<file path="config.mk">
export PLATFORM = sky130hd
export DESIGN_NAME = bsg_cam_nr1w_tag_array_alloc
export DESIGN_NICKNAME = d
export VERILOG_FILES = /design/src/rtl/bsg_cam_nr1w_tag_array_alloc.sv
export SDC_FILE = /design/constraint.sdc
export NUM_CORES = 1
export LEC_CHECK = 0
export BUFFER_PORTS_ARGS = -buffer_cell sky130_fd_sc_hd__buf_2
export CORE_ASPECT_RATIO = 1.5
export CORE_MARGIN = 2
export CORE_UTILIZATION = 30
export CTS_CLUSTER_SIZE = 12
export DETAILED_ROUTE_END_ITERATION = 10
export PLACE_DENSITY_LB_ADDON = 0.2
export RECOVER_POWER = 25
export SLEW_MARGIN = 20
export SYNTH_ARGS = -nofsm -noshare
export SYNTH_HDL_FRONTEND = slang
export SYNTH_SLANG_ARGS = --single-unit
export TNS_END_PERCENT = 100
</file>
<file path="constraint.sdc">
create_clock -name clk_i -period 2.3 [get_ports clk_i]
set_input_delay 0.345 -clock clk_i [delete_from_list [all_inputs] [get_ports clk_i]]
set_output_delay 0.345 -clock clk_i [all_outputs]
set_load 0.02 [all_outputs]
</file>
<file path="src/rtl/bsg_cam_nr1w_tag_array_alloc.sv">
// rtl/bsg_cam_nr1w_tag_array_alloc.sv - multi-port CAM valid/tag array with victim allocation and flush engine
module bsg_cam_nr1w_tag_array_alloc #(
    parameter int width_p      = 8,
    parameter int els_p        = 4,
    parameter int read_ports_p = 2,
    localparam int lg_els_lp   = $clog2(els_p),
    localparam int lg_cnt_lp   = $clog2(els_p + 1)
) (
    input  logic                              clk_i,
    input  logic                              reset_n_i,
    input  logic                              w_v_i,
    input  logic [1:0]                        w_op_i,
    input  logic [width_p-1:0]                w_tag_i,
    input  logic [lg_els_lp-1:0]              w_idx_i,
    output logic                              w_ready_o,
    output logic [lg_els_lp-1:0]              alloc_idx_o,
    output logic                              alloc_replace_o,
    input  logic [read_ports_p-1:0]           r_v_i,
    input  logic [read_ports_p*width_p-1:0]   r_tag_i,
    output logic [read_ports_p*els_p-1:0]     r_match_o,
    output logic [read_ports_p-1:0]           r_hit_o,
    output logic [els_p-1:0]                  empty_o,
    output logic                              full_o,
    output logic [lg_cnt_lp-1:0]              count_o,
    output logic                              evict_v_o,
    output logic [width_p-1:0]                evict_tag_o,
    output logic [lg_els_lp-1:0]              evict_idx_o,
    input  logic                              evict_yumi_i,
    output logic                              flush_done_o
);

    typedef enum logic {IDLE = 1'b0, FLUSH = 1'b1} state_e;

    state_e                 state_q, state_d;
    logic [els_p-1:0]       v_q, v_d;
    logic [width_p-1:0]     tag_q [els_p];
    logic [lg_els_lp-1:0]   rr_q, rr_d, fptr_q, fptr_d;

    logic                   w_hit, any_empty;
    logic [lg_els_lp-1:0]   w_hit_idx, empty_idx;
    logic                   tag_we;
    logic [lg_els_lp-1:0]   tag_widx;
    logic                   fptr_last, flush_adv;

    always_comb begin
        r_match_o = '0;
        r_hit_o   = '0;
        for (int p = 0; p < read_ports_p; p++) begin
            for (int i = 0; i < els_p; i++) begin
                r_match_o[p*els_p+i] = r_v_i[p] & v_q[i] & (tag_q[i] == r_tag_i[p*width_p +: width_p]);
                r_hit_o[p]           = r_hit_o[p] | r_match_o[p*els_p+i];
            end
        end
    end

    // Descending scan so the lowest matching / empty index wins.
    always_comb begin
        w_hit     = 1'b0;
        w_hit_idx = '0;
        any_empty = 1'b0;
        empty_idx = '0;
        for (int i = els_p - 1; i >= 0; i--) begin
            if (v_q[i] && (tag_q[i] == w_tag_i)) begin
                w_hit     = 1'b1;
                w_hit_idx = lg_els_lp'(i);
            end
            if (!v_q[i]) begin
                any_empty = 1'b1;
                empty_idx = lg_els_lp'(i);
            end
        end
    end

    assign alloc_idx_o     = w_hit ? w_hit_idx : (any_empty ? empty_idx : rr_q);
    assign alloc_replace_o = ~w_hit & ~any_empty;

    always_comb begin
        count_o = '0;
        for (int i = 0; i < els_p; i++) begin
            count_o = count_o + lg_cnt_lp'(v_q[i]);
        end
    end

    assign empty_o   = ~v_q;
    assign full_o    = &v_q;
    assign w_ready_o = (state_q == IDLE);

    assign fptr_last   = (fptr_q == lg_els_lp'(els_p - 1));
    assign evict_v_o   = (state_q == FLUSH) & v_q[fptr_q];
    assign evict_tag_o = tag_q[fptr_q];
    assign evict_idx_o = fptr_q;
    assign flush_adv   = (state_q == FLUSH) & (~v_q[fptr_q] | evict_yumi_i);

    always_comb begin
        state_d      = state_q;
        v_d          = v_q;
        rr_d         = rr_q;
        fptr_d       = fptr_q;
        tag_we       = 1'b0;
        tag_widx     = '0;
        flush_done_o = 1'b0;
        case (state_q)
            IDLE: begin
                if (w_v_i) begin
                    case (w_op_i)
                        2'd0: begin
                            if (!w_hit) begin
                                v_d[alloc_idx_o] = 1'b1;
                                tag_we           = 1'b1;
                                tag_widx         = alloc_idx_o;
                                if (alloc_replace_o) begin
                                    rr_d = (rr_q == lg_els_lp'(els_p - 1)) ? '0 : rr_q + 1'b1;
                                end
                            end
                        end
                        2'd1: begin
                            if (w_hit) v_d[w_hit_idx] = 1'b0;
                        end
                        2'd2: begin
                            v_d[w_idx_i] = 1'b1;
                            tag_we       = 1'b1;
                            tag_widx     = w_idx_i;
                        end
                        default: begin
                            state_d = FLUSH;
                            fptr_d  = '0;
                        end
                    endcase
                end
            end
            default: begin
                if (flush_adv) begin
                    v_d[fptr_q] = 1'b0;
                    if (fptr_last) begin
                        state_d      = IDLE;
                        fptr_d       = '0;
                        rr_d         = '0;
                        flush_done_o = 1'b1;
                    end else begin
                        fptr_d = fptr_q + 1'b1;
                    end
                end
            end
        endcase
    end

    always_ff @(posedge clk_i or negedge reset_n_i) begin
        if (!reset_n_i) begin
            state_q <= IDLE;
            v_q     <= '0;
            rr_q    <= '0;
            fptr_q  <= '0;
        end else begin
            state_q <= state_d;
            v_q     <= v_d;
            rr_q    <= rr_d;
            fptr_q  <= fptr_d;
        end
    end

    // Tag storage is qualified by v_q, so it needs no reset.
    always_ff @(posedge clk_i) begin
        if (tag_we) tag_q[tag_widx] <= w_tag_i;
    end

`ifndef SYNTHESIS
    always_ff @(posedge clk_i) begin
        if (reset_n_i) begin
            for (int p = 0; p < read_ports_p; p++) begin
                assert ($countones(r_match_o[p*els_p +: els_p]) <= 1);
            end
            assert (!evict_yumi_i || evict_v_o);
            assert (!w_v_i || w_ready_o);
            assert (!(w_v_i && w_op_i == 2'd2) || (int'(w_idx_i) < els_p));
        end
    end
`endif

endmodule

</file>
==> flow_metrics.py <==
metrics = {
    "worst_hold_path": {
        "hold_end": "tag_q[0][4]",
        "min_from": "w_tag_i[4]",
        "hold_depth": 1,
        "hp-class": "in2reg",
    },
    "timing": {
        "fmax_mhz": 409.5,
        "period_needed_ns": 2.442,
        "finalSetupViolCount": 28,
        "relSlewSlack_pct": 71.96,
        "worstMarginPinSlew_ns": 0.4198,
        "finalHoldViolations": 0,
        "slew_viol_final": 0,
        "setup_ws_ns": -0.1417,
        "rsz0062_at_grt": "yes",
        "fin_skew_ns": 0.005508,
        "period_share_pct": 106.2,
    },
    "worst_setup_path": {
        "reg2regPathDepth": 8,
        "r2r_slack_ns": -0.14,
        "critPathRequiredTime_ns": 2.28,
        "worstSetupPathType": "reg2reg",
        "cp-end-kind": "register",
        "crit_fanout": 8,
        "crit_path_start_kind": "register",
        "cp.arrival_ns": 2.42,
        "r2r_start": "tag_q[1][1]",
        "r2r-end": "tag_q[3][6]",
    },
    "layout": {
        "syn2layout_area_growth_pct": 48.57,
        "multi_input_area_sq_mm": 0.002200,
        "fillerInstances": 1105,
        "nets": 517,
        "n_antenna_cell": 0,
        "seq_area_sq_mm": 0.001187,
        "drive_gt1_share_pct": 46.95,
    },
    "detailed_routing": {
        "drtPass1Iterations": 4,
        "antenna_left": 0,
        "drt-total-wl_mm": 11.07,
        "wl_per_cell_microns": 17.80,
        "first_iter_violations": 152,
        "via_per_inst": 4.878,
        "post-route-drc-count": 0,
        "vias": 3034,
    },
    "power": {
        "power.density_mw_per_mm2": 679.3,
        "p_comb_share_pct": 51.8,
        "p_seq_share_pct": 28.2,
        "p_sw_mw": 1.270,
        "total_power_mw": 3.349,
        "vdd_ir_drop_max_uv": 562.8,
        "netSwitchingFraction_pct": 37.93,
        "p_clk_share_pct": 20.0,
        "leakagePower_nw": 1.968,
        "p_int_mw": 2.078,
    },
    "synth": {
        "ys_ff_latch": 41,
        "synth_edf_count": 32,
        "netlist_area_sq_mm": 0.003318,
        "synth_cell_types": 47,
        "avgSynthCellArea_sq_um": 10.15,
        "synth_nets": 370,
        "synthFlopType": "edfxtp_1",
        "async_reset_ff_share_pct": 21.95,
        "seq_area_frac_synth_pct": 35.75,
        "synthCells": 327,
        "ys.warnings.count": 0,
    },
    "floorplanning": {
        "die_w_microns": 89.87,
        "start_util_pct": 30.34,
        "ioPinCount": 68,
        "die_h_microns": 132.8,
        "rows": 47,
        "dieArea_sq_mm": 0.01194,
        "core_area_sq_mm": 0.01094,
    },
    "run_status": {
        "status": "finished, violations left",
        "violations": "negative setup slack",
    },
    "global_routing": {
        "antenna_found_initial": 0,
        "use_met2_pct": 37.37,
        "grt_usage_pct": 18.49,
        "grt_pass1_vias": 3236,
        "grt_overflow": 0,
        "grt_first_pass_wirelength_mm": 17.17,
        "grtUsageMet1_pct": 18.61,
        "grt_use_met3_pct": 2.221,
        "grt.busiest_layer": "met2",
        "grt_max_degree": 14,
    },
    "clock_network": {
        "cts_tree": "done",
        "max-clock-path-buffers": 2,
        "cts_root_buffer": "clkbuf_16",
        "clk-insertion-delay-late_ns": 0.28,
        "h-tree-depth": 2,
        "path_clk_slew_ns": 0.06,
        "cts_made_buffers": 5,
        "clkSinkCount": 41,
    },
    "placement": {
        "portBuffers": 67,
        "pre_cts_slack_ns": -0.3743,
        "dp_hpwl_mm": 9.003,
        "gp_congestion": 0.8924,
    },
    "flow_run": {
        "drv_cap": 0,
    },
}
[power groups by stage]
stage               Combinational (mW)  Sequential, mW  Clock, mW
floorplan                        0.898           0.980          0
global placement                  1.51           0.958          0
detailed placement                1.52           0.961          0
CTS                               1.69           0.942      0.682
global route                      1.87           0.954      0.718
finish                            1.74           0.945      0.669
[placed cells by master, fill, tap and decap left out, types with 7 or more instances in the layout]
master and instances:
nand3_1 17, buf_4 78, nor3_1 7, nor2_1 9, inv_1 12, xnor2_1 75
xor2_1 13, buf_2 57, nand4_1 14, edfxtp_1 32, mux4_2 9, dfrtp_1 8
buf_6 21, nand2_1 12
[kinds of logic after synthesis]
kind of cell | synth area share, %
xor gates and xnor gates | 25.34
and+or+nand+nor | 15.87
DFF | 35.75
buffers and inverters | 4.638
AOI/OAI and AO/OA | 7.994
muxes | 6.787
adders and majority gates | 3.620
[final cells by class]
cell class | count | share of cell area (%)
Multi-Input combinational cell | 248 | 44.62
Sequential cell | 41 | 24.09
Timing Repair Buffer | 161 | 23.30
Tap cell | 147 | 3.731
Clock buffer | 5 | 2.538
Inverter | 17 | 1.371
Clock inverter | 3 | 0.3553
[Yosys cell counts (2+ instances only)]
cell,number,area (sq um)
xnor2_1,81,709.4
edfxtp_1,32,960.9
nand3_1,20,100.1
inv_1,16,60.06
xor2_1,15,131.4
nand2_1,14,52.55
nand4_1,14,87.58
nor3_1,12,60.06
clkbuf_1,11,41.29
nor2_1,10,37.54
buf_2,9,45.04
dfrtp_1,9,225.2
mux4_2,9,202.7
ha_1,8,100.1
a21oi_1,7,35.03
o21ai_0,5,25.02
a31oi_1,4,25.02
nand2b_1,4,25.02
nor4_1,4,25.02
or3_1,4,25.02
a21oi_2,3,26.28
a32oi_1,3,26.28
nor2b_1,3,18.77
o32ai_1,3,26.28
and2_1,2,12.51
and3_1,2,12.51
mux2_1,2,22.52
or4_1,2,15.01
[worst max path at each step]
stage,end,slack (ns),startpoint,cells after the start
6_report,tag_q[3][6],-0.14,tag_q[1][1],8
5_1_grt,tag_q[3][6],-0.20,tag_q[1][3],8
4_1_cts,alloc_idx_o[0],-0.12,tag_q[2][7],9
3_5_place_dp,tag_q[0][5],-0.37,w_tag_i[0],8
3_3_place_gp,tag_q[3][0],-0.30,w_tag_i[0],8
2_1_floorplan,tag_q[3][0],0.01,w_tag_i[2],8
[stage by stage]
step	util, %	TNS, ns	hold slack [ns]	area [sq um]	instances
3_3_place_gp	39.24	-8.099	0.2053	4292	590
6_report	45.07	-2.160	0.3725	4930	622
3_5_place_dp	39.24	-9.804	0.2035	4292	590
4_1_cts	43.25	-1.435	0.3706	4731	616
2_1_floorplan	-	0	0.04941	3337	327
5_1_grt	45.07	-5.047	0.3757	4930	622
[per-layer routing]
layer	vias up	wire, microns	part of all wire, %
met4	0	442	4.0
li1	1453	-	-
met2	87	6273	57
met1	1469	4020	36
met3	25	335	3.0
met5	-	0	0
[flip-flops by register name (all words and copies together), names as in the netlist]
register	count
tag_q	32
v_q	4
rr_q	2
evict_idx_o	2
state_q	1
[critical path: stages (launching register included)]
cell and delay (ns):
edfxtp_1 0.41, xnor2_1 0.14, nand2_1 0.21, nor3_2 0.09
or2_1 0.26, or4_4 0.43, a21oi_4 0.18, buf_4 0.14
and3_4 0.26
[repair_timing]
action / 4_1_cts / 5_1_grt
gates resized for setup: 39 / 31
pin swaps: 19 / 12
endpoints found under the hold margin: 9 / 0
hold buffers: 1 / 0
buffers inserted: 17 / 7
setup endpoints to repair: 33 / 47
No activity file was read; power rests on OpenSTA's default activity.
